File: config.mk
export PLATFORM = sky130hd
export DESIGN_NAME = fetch_sequencer_flat
export DESIGN_NICKNAME = d
export VERILOG_FILES = /design/src/rtl/fetch_sequencer_if.sv /design/src/rtl/fetch_sequencer.sv /design/src/flat_wrapper.sv
export SDC_FILE = /design/constraint.sdc
export NUM_CORES = 1
export LEC_CHECK = 0
export BUFFER_PORTS_ARGS = -buffer_cell sky130_fd_sc_hd__buf_2
export CAP_MARGIN = 20
export CORE_UTILIZATION = 47
export CTS_CLUSTER_DIAMETER = 50
export DETAILED_ROUTE_END_ITERATION = 8
export PLACE_DENSITY_LB_ADDON = 0.05
export SYNTH_ARGS = -nofsm -noshare
export SYNTH_HDL_FRONTEND = slang
export SYNTH_SLANG_ARGS = --single-unit
File: constraint.sdc
create_clock -name clk -period 2.35 [get_ports clk]
set_input_delay 0.3525 -clock clk [delete_from_list [all_inputs] [get_ports clk]]
set_output_delay 0.3525 -clock clk [all_outputs]
set_load 0.02 [all_outputs]
File: src/rtl/fetch_sequencer_if.sv
// ----------------------------------------------------------------------------
// fetch_sequencer_if
// Groups the fetch sequencer's control/status signals.
//   The slave modport is the sequencer.
//   The master modport is its environment: hazard unit, later stages and IF stage.
// Signals:
//   start         begin fetching from IDLE
//   hazardStall   stall request from the hazard unit
//   brReq         taken-branch redirect request from a later stage
//   brReqOffset   redirect offset accompanying brReq
//   instruction   instruction currently presented by the IF stage
//   brTaken       IF stage selects brOffset instead of +4
//   brOffset      offset to the IF stage PC adder
//   freeze        IF stage holds PC while 1
//   flush         squashes the IF/ID pipeline register
//   running       fetch active
//   halted        halt opcode reached
//   redirectCount number of redirects performed (wraps)
// ----------------------------------------------------------------------------
interface fetch_sequencer_if #(
    parameter int unsigned ADDR_W = 24
);
    logic              start;
    logic              hazardStall;
    logic              brReq;
    logic [ADDR_W-1:0] brReqOffset;
    logic [15:0]       instruction;
    logic              brTaken;
    logic [ADDR_W-1:0] brOffset;
    logic              freeze;
    logic              flush;
    logic              running;
    logic              halted;
    logic [15:0]       redirectCount;

    modport slave (
        input  start, hazardStall, brReq, brReqOffset, instruction,
        output brTaken, brOffset, freeze, flush, running, halted, redirectCount
    );

    modport master (
        output start, hazardStall, brReq, brReqOffset, instruction,
        input  brTaken, brOffset, freeze, flush, running, halted, redirectCount
    );
endinterface

File: src/rtl/fetch_sequencer.sv
// ----------------------------------------------------------------------------
// fetch_sequencer
// Controls the instruction-fetch stage. It handles:
//   - starting fetch;
//   - hazard stalls;
//   - taken-branch redirects, followed by a drain of wrong-path instructions;
//   - halting on a dedicated opcode.
// Ports:
//   clk  sole clock, rising edge
//   rst  synchronous active-high reset
//   bus  fetch_sequencer_if.slave (see the interface for the signal list)
// Parameters:
//   ADDR_W        PC/offset width
//   FLUSH_CYCLES  unstalled drain cycles after a redirect (0..7)
//   HALT_OP       opcode in instruction[15:12] that halts fetch
// ----------------------------------------------------------------------------
module fetch_sequencer #(
    parameter int unsigned ADDR_W       = 24,
    parameter int unsigned FLUSH_CYCLES = 2,
    parameter logic [3:0]  HALT_OP      = 4'hF
) (
    input  logic                  clk,
    input  logic                  rst,
    fetch_sequencer_if.slave      bus
);

    localparam logic [2:0] ST_IDLE     = 3'd0;
    localparam logic [2:0] ST_RUN      = 3'd1;
    localparam logic [2:0] ST_REDIRECT = 3'd2;
    localparam logic [2:0] ST_DRAIN    = 3'd3;
    localparam logic [2:0] ST_HALT     = 3'd4;

    // Drain length is a 3-bit quantity; a zero length skips DRAIN entirely.
    localparam logic [2:0] FLUSH_LOAD = 3'(FLUSH_CYCLES);
    localparam bit         HAS_DRAIN  = (FLUSH_LOAD != 3'd0);

    logic [2:0]        state_r;
    logic [2:0]        state_s;
    logic [ADDR_W-1:0] offset_r;
    logic [ADDR_W-1:0] offset_s;
    logic [2:0]        drain_cnt_r;
    logic [2:0]        drain_cnt_s;
    logic [15:0]       redirect_count_r;
    logic [15:0]       redirect_count_s;
    logic              halt_op_s;

    assign halt_op_s = (bus.instruction[15:12] == HALT_OP);

    // Next-state and next-datapath computation.
    always_comb begin
        state_s          = state_r;
        offset_s         = offset_r;
        drain_cnt_s      = drain_cnt_r;
        redirect_count_s = redirect_count_r;
        case (state_r)
            ST_IDLE: begin
                if (bus.start) begin
                    state_s = ST_RUN;
                end else begin
                    state_s = ST_IDLE;
                end
            end
            ST_RUN: begin
                // A redirect wins over both a stall and a halt opcode.
                if (bus.brReq) begin
                    offset_s         = bus.brReqOffset;
                    redirect_count_s = redirect_count_r + 16'd1;
                    state_s          = ST_REDIRECT;
                end else if (!bus.hazardStall && halt_op_s) begin
                    state_s = ST_HALT;
                end else begin
                    state_s = ST_RUN;
                end
            end
            ST_REDIRECT: begin
                // Always one cycle: brTaken overrides any stall.
                drain_cnt_s = FLUSH_LOAD;
                if (HAS_DRAIN) begin
                    state_s = ST_DRAIN;
                end else begin
                    state_s = ST_RUN;
                end
            end
            ST_DRAIN: begin
                // Only unstalled cycles consume drain slots. Wrong-path
                // brReq and halt opcodes are ignored here.
                if (bus.hazardStall) begin
                    state_s = ST_DRAIN;
                end else if (drain_cnt_r <= 3'd1) begin
                    drain_cnt_s = 3'd0;
                    state_s     = ST_RUN;
                end else begin
                    drain_cnt_s = drain_cnt_r - 3'd1;
                    state_s     = ST_DRAIN;
                end
            end
            ST_HALT: begin
                state_s = ST_HALT;
            end
            default: begin
                state_s = ST_IDLE;
            end
        endcase
    end

    // State and datapath registers with synchronous reset.
    always_ff @(posedge clk) begin
        if (rst) begin
            state_r          <= ST_IDLE;
            offset_r         <= '0;
            drain_cnt_r      <= 3'd0;
            redirect_count_r <= 16'd0;
        end else begin
            state_r          <= state_s;
            offset_r         <= offset_s;
            drain_cnt_r      <= drain_cnt_s;
            redirect_count_r <= redirect_count_s;
        end
    end

    // Output decode from the registered state. Freeze follows the stall
    // input combinationally while fetch is live.
    always_comb begin
        bus.freeze   = 1'b1;
        bus.brTaken  = 1'b0;
        bus.brOffset = '0;
        bus.flush    = 1'b0;
        bus.running  = 1'b0;
        bus.halted   = 1'b0;
        case (state_r)
            ST_IDLE: begin
                bus.freeze = 1'b1;
            end
            ST_RUN: begin
                bus.freeze  = bus.hazardStall;
                bus.running = 1'b1;
            end
            ST_REDIRECT: begin
                bus.freeze   = 1'b0;
                bus.brTaken  = 1'b1;
                bus.brOffset = offset_r;
                bus.flush    = 1'b1;
                bus.running  = 1'b1;
            end
            ST_DRAIN: begin
                bus.freeze  = bus.hazardStall;
                bus.flush   = 1'b1;
                bus.running = 1'b1;
            end
            ST_HALT: begin
                bus.freeze = 1'b1;
                bus.halted = 1'b1;
            end
            default: begin
                bus.freeze = 1'b1;
            end
        endcase
    end

    assign bus.redirectCount = redirect_count_r;

endmodule

File: src/flat_wrapper.sv
// flat-port wrapper written by rule: the top's interface ports become plain ports
module fetch_sequencer_flat 
#(
    parameter int unsigned ADDR_W       = 24,
    parameter int unsigned FLUSH_CYCLES = 2,
    parameter logic [3:0]  HALT_OP      = 4'hF
)
  (clk, rst, bus_start, bus_hazardStall, bus_brReq, bus_brReqOffset, bus_instruction, bus_brTaken, bus_brOffset, bus_freeze, bus_flush, bus_running, bus_halted, bus_redirectCount);
  fetch_sequencer_if #(.ADDR_W(ADDR_W)) bus_i ();
  input  logic clk;
  input  logic rst;
  input wire logic [$bits(bus_i.start)-1:0] bus_start;
  input wire logic [$bits(bus_i.hazardStall)-1:0] bus_hazardStall;
  input wire logic [$bits(bus_i.brReq)-1:0] bus_brReq;
  input wire logic [$bits(bus_i.brReqOffset)-1:0] bus_brReqOffset;
  input wire logic [$bits(bus_i.instruction)-1:0] bus_instruction;
  output wire logic [$bits(bus_i.brTaken)-1:0] bus_brTaken;
  output wire logic [$bits(bus_i.brOffset)-1:0] bus_brOffset;
  output wire logic [$bits(bus_i.freeze)-1:0] bus_freeze;
  output wire logic [$bits(bus_i.flush)-1:0] bus_flush;
  output wire logic [$bits(bus_i.running)-1:0] bus_running;
  output wire logic [$bits(bus_i.halted)-1:0] bus_halted;
  output wire logic [$bits(bus_i.redirectCount)-1:0] bus_redirectCount;
  assign bus_i.start = bus_start;
  assign bus_i.hazardStall = bus_hazardStall;
  assign bus_i.brReq = bus_brReq;
  assign bus_i.brReqOffset = bus_brReqOffset;
  assign bus_i.instruction = bus_instruction;
  assign bus_brTaken = bus_i.brTaken;
  assign bus_brOffset = bus_i.brOffset;
  assign bus_freeze = bus_i.freeze;
  assign bus_flush = bus_i.flush;
  assign bus_running = bus_i.running;
  assign bus_halted = bus_i.halted;
  assign bus_redirectCount = bus_i.redirectCount;
  fetch_sequencer #(.ADDR_W(ADDR_W), .FLUSH_CYCLES(FLUSH_CYCLES), .HALT_OP(HALT_OP)) u_core (.clk(clk), .rst(rst), .bus(bus_i));
endmodule
==> results of run 1 <==
## power breakdown
part	switching, mW	total (mW)	internal [mW]	leakage (nW)
registers	0.0134	0.816	0.803	0.373
clock network	0.243	0.448	0.205	0.0383
logic	0.102	0.162	0.0607	0.751
## cell usage after synthesis, types with 3 or more instances
cell type	count	area share [%]
a21oi_1	33	8.0
and3_1	24	7.3
buf_1	3	0.54
clkbuf_1	15	2.7
dfxtp_1	46	44
ha_1	3	1.8
inv_1	6	1.1
nand2_1	59	11
nand3_1	4	0.97
nand4_1	4	1.2
nor2_1	14	2.5
nor3_1	4	0.97
nor4_1	4	1.2
o31ai_1	4	1.5
or4_1	4	1.5
xnor2_1	7	3.0
## layer usage
layer | global-route usage (%) | up-vias
met3 | 5.83 | 6
met1 | 25.3 | 893
met2 | 33.0 | 51
li1 | - | 1034
met4 | 7.03 | 0
met5 | 0 | -
## per-stage QoR
| stage | total power [mW] | hold slack, ns | worst slack, ns | cells |
|---|---|---|---|---|
| finish | 1.43 | 0.293 | 0.337 | 381 |
| floorplan | 0.937 | 0.432 | 0.563 | 262 |
| global placement | 0.997 | 0.437 | 0.476 | 374 |
| detailed placement | 0.998 | 0.442 | 0.442 | 374 |
| global route | 1.50 | 0.279 | 0.194 | 381 |
| CTS | 1.44 | 0.283 | 0.346 | 381 |
## area by class of cell
type	instances	area (um^2)	area share [%]
Clock buffer	7	76.3	2.99
Inverter	6	22.5	0.882
Multi-Input combinational cell	191	1050	41.3
Timing Repair Buffer	81	415	16.3
Sequential cell	46	921	36.1
Tap cell	50	62.6	2.45
## cell usage in the layout, fill, tap and decap left out, types with 3 or more instances in the layout
cell,netlist,final
a21oi_1,33,33
and3_1,24,24
buf_2,1,77
buf_4,0,4
clkbuf_8,0,5
dfxtp_1,46,46
ha_1,3,3
inv_1,6,6
nand2_1,59,59
nand3_1,4,4
nand4_1,4,4
nor2_1,14,14
nor3_1,4,4
nor4_1,4,4
o31ai_1,4,4
or4_1,4,4
xnor2_1,7,7
## worst max-delay path, cell delays in order (launching register included)
cell	delay [ns]
dfxtp_1	0.35
inv_1	0.56
and3_1	0.28
buf_2	0.17
## registers in the layout (all words and copies together), names as in the netlist
signal / cells
u_core.state_r: 3
u_core.bus.redirectCount: 16
u_core.offset_r: 24
u_core.drain_cnt_r: 3
## kinds of logic (layout without fill, tap and decap cells)
family / after synthesis / after routing / share of synthesized area [%]
simple gates: 130 / 130 / 31.6
flops: 46 / 46 / 44.5
xor+xnor: 9 / 9 / 3.81
fa+ha+maj: 3 / 3 / 1.81
compound gates: 49 / 49 / 13.7
buf+inv: 25 / 94 / 4.59
## worst paths after layout
kind                                     startpoint                      endpoint  cells past startpoint
worst min register to register  u_core.offset_r[12]           u_core.offset_r[12]                      2
worst max-delay path              u_core.state_r[0]               bus_brOffset[0]                      3
worst max register to register    u_core.state_r[2]  u_core.bus.redirectCount[12]                      4
worst min-delay path             bus_brReqOffset[9]            u_core.offset_r[9]                      3
==> results by group, run 1 <==
Outcome
  – Status: finished, final reports clean

Die
  – Core Box Area: 4120 um^2
  – Die X: 68.4 um
  – I/O pins: 90
  – Initial core utilization: 50.3%
  – # rows: 23
  – DIE HEIGHT: 68.4 um
  – Die ar.: 4680 um^2

Clock network
  – CTS hold repair buffers: 0
  – Clk buf depth: 2
  – Clock-pin transition on the worst setup and hold timing paths: 0.08 ns
  – Sink Count: 46
  – # Post-CTS Setup Buffers: 0
  – Num CTS Buffers: 5
  – Post_cts resized: 0
  – CTS tree: done
  – CTS Root Cell: clkbuf_8
  – Worst skew pair latency: 0.29 ns
  – H-tree Lvls: 2

Synthesis
  – Syn Area/Cell: 7.90 um^2
  – Seq/Total Area, Yosys: 44.5%
  – Main flop type after synthesis: dfxtp_1
  – Mapped Area: 2070 um^2
  – Yosys warns: 0
  – Synth unique cells: 37
  – Post-synth EDFFs: 0
  – Asr flop ratio synth: 0%
  – Mapped Nets: 310
  – Yosys reg bits: 46
  – Synth Instances: 262

Routing
  – Via density: 5.21
  – WL met3: 234 um
  – Drt total wl: 4680 um
  – Drt initial violations: 92
  – Detail Route met2 WL: 2160 um
  – Initial DRT Pass Iterations: 4
  – Via count: 1984
  – Wirelength per Cell: 12.3 um
  – Top Layer Used: met4
  – DRC viols: 0
  – Wl on met1: 2210 um
  – Routed Antenna Nets: 0

Worst setup path
  – CP arrival: 1.66 ns
  – Setup CP Type: reg2out
  – R2R setup slack: 0.46 ns
  – Worst EP required: 2.00 ns
  – CP Capture Type: output port
  – CP max FO: 30
  – Startpoint types: flip-flop

Placement
  – DP HPWL: 3180 um
  – Placed Area: 2480 um^2
  – PortBufs: 77
  – Routability cong.: 0.772

Global routing
  – Gr usage total: 20.3%
  – Initial antenna violation count: 0
  – Global-route wire length before repair: 7040 um
  – Total gr overflow: 0
  – Vias in the first global route: 1603
  – Largest net degree at the start of global routing: 31

Finish
  – Antenna diodes: 0
  – Fin util: 62.0%
  – Final nets: 379
  – Design area: 2550 um^2
  – Layout cells sized above 1: 27.5%
  – Number of fillers in the final layout: 414
  – Area delta synth->final: 23.3%

Power and ir drop
  – Leakage: 1.16 nW
  – PwrDens: 559 nW/um^2
  – Peak VDD IR: 0.344 mV

Timing
  – Final Setup Violations: 0
  – Actual slew at the worst max-slew pin: 0.743 ns
  – Post-layout min period: 2.01 ns
  – RSZ-0062 raised after global routing: no
  – Final hold viol count: 0
  – Clk_skew: 0.00292 ns
  – Slew Viols, Final: 0
  – Setup_tns: 0 ns
  – Max_slew headroom: 50.4%
  – Max Fclk: 497 MHz
  – Fin crit share: 85.6%

Job
  – Max Cap Violations: 0

Worst hold path
  – Min-delay worst type: in2reg
(Power assumes the default switching activity.)
==> run 2: changes to the inputs <==
CTS_BUF_LIST = sky130_fd_sc_hd__clkbuf_16   (was not set)
TNS_END_PERCENT = 20   (was not set)
==> results by group, run 2 (synthesis gave the netlist of run 1 again) <==
Global routing
  – Gr usage total: 20.5%
  – Largest net degree at the start of global routing: 31
  – Initial antenna violation count: 0
  – Vias in the first global route: 1618
  – Total gr overflow: 0
  – Global-route wire length before repair: 7100 um

Worst setup path
  – CP max stage delay: 0.55 ns
  – CP max FO: 30
  – Worst EP required: 2.00 ns
  – Setup CP Type: reg2out
  – CP arrival: 1.64 ns
  – Crit path launch: u_core.state_r[0]
  – Startpoint types: flip-flop
  – CP Capture Type: output port
  – Worst r2r src: u_core.state_r[2]
  – CP Cell Sequence: inv_1 > and3_1 > buf_2
  – Slowest CP cell: inv_1

Timing
  – Actual slew at the worst max-slew pin: 0.735 ns
  – Final Setup Violations: 0
  – Max_slew headroom: 50.9%
  – Max Fclk: 502 MHz
  – Post-layout min period: 1.99 ns
  – RSZ-0062 raised after global routing: no
  – Clk_skew: 0.00243 ns
  – Fin crit share: 84.7%
  – Slew Viols, Final: 0
  – Setup_tns: 0 ns
  – Final hold viol count: 0
  – Worst hold slack: 0.306 ns

Clock network
  – Clk buf depth: 2
  – CTS tree: done
  – Clock-pin transition on the worst setup and hold timing paths: 0.06 ns
  – # Post-CTS Setup Buffers: 0
  – Worst skew pair latency: 0.28 ns
  – CTS hold repair buffers: 0
  – Post_cts resized: 0
  – Num CTS Buffers: 5
  – Sink Count: 46
  – CTS Root Cell: clkbuf_16
  – H-tree Lvls: 2

Routing
  – Routed Antenna Nets: 0
  – Via density: 5.26
  – Initial DRT Pass Iterations: 4
  – Drt total wl: 4760 um
  – Drt initial violations: 120
  – DRC viols: 0
  – Via count: 2004
  – Wirelength per Cell: 12.5 um

Worst hold path
  – Hold Startpoint: bus_brReqOffset[9]
  – Min-delay worst type: in2reg

Power and ir drop
  – PwrDens: 624 nW/um^2
  – Peak VDD IR: 0.416 mV
  – Leakage: 1.20 nW

Outcome
  – Status: finished, final reports clean

Finish
  – Final nets: 379
  – Antenna diodes: 0
  – Fin util: 63.4%
  – Most frequent cells in the layout: buf_2, nand2_1, dfxtp_1, a21oi_1, and3_1
  – Post-route insts no fill: 381
  – Design area: 2610 um^2
  – Biggest register: u_core.offset_r
  – Layout cells sized above 1: 27.5%
  – Area delta synth->final: 26.0%
  – Leading cell type in the layout, fill and taps excluded: buf_2
  – Max reg flops: 24

Placement
  – Routability cong.: 0.772
  – PortBufs: 77
  – Placed Area: 2480 um^2
  – DP HPWL: 3180 um
  – Placed insts: 374

Die
  – # rows: 23
  – I/O pins: 90
  – Core Box Area: 4120 um^2
  – Die X: 68.4 um
  – DIE HEIGHT: 68.4 um
  – Initial core utilization: 50.3%
  – Die ar.: 4680 um^2

Job
  – Max Cap Violations: 0
## run 2: cell types whose count changed in the layout (fill, tap and decap cells not counted)
cell | before | now
clkbuf_16 | 0 | 5
clkbuf_1 | 2 | 0
inv_1 | 6 | 8
clkbuf_8 | 5 | 0
## run 2: power by group
group          leakage [nW]  internal, mW  switching (mW)
clock network        0.0723         0.380           0.269
registers             0.373         0.804          0.0135
logic                 0.751        0.0607           0.102
total                  1.20          1.24           0.384
## run 2: worst max-delay path, delay by kind of cell, from the launching register on
kind                   cells  cell delay, ns
flip-flops                 1            0.35
AND/OR/NAND/NOR            1            0.28
buffers and inverters      2            0.72
## run 2: final cells by class
type | count | area [um^2]
fillers | 400 | 1510
multi-input cells | 191 | 1050
flip-flops and latches | 46 | 921
repair buffers | 81 | 415
clock buffers | 5 | 125
well taps | 50 | 62.6
inverters | 6 | 22.5
clock inverters | 2 | 7.51
## run 2: stage by stage
step                setup slack (ns)  total power [mW]
finish                         0.360              1.63
floorplan                      0.563             0.937
detailed placement             0.442             0.998
CTS                            0.368              1.64
global route                   0.223              1.70
global placement               0.476             0.997
## run 2: final timing paths
| kind | endpoint | slack, ns | depth (start not counted) |
|---|---|---|---|
| setup reg to reg | u_core.bus.redirectCount[12] | 0.45 | 4 |
| setup / recovery | bus_brOffset[0] | 0.36 | 3 |
| hold / removal | u_core.offset_r[9] | 0.31 | 3 |
| hold reg to reg | u_core.offset_r[12] | 0.45 | 2 |
## run 2: metal layers
layer / global-route usage (%) / part of all wire [%]
met1: 25.0 / 46
met2: 33.8 / 46
met3: 5.83 / 6.1
met4: 7.81 / 1.2
met5: 0 / 0
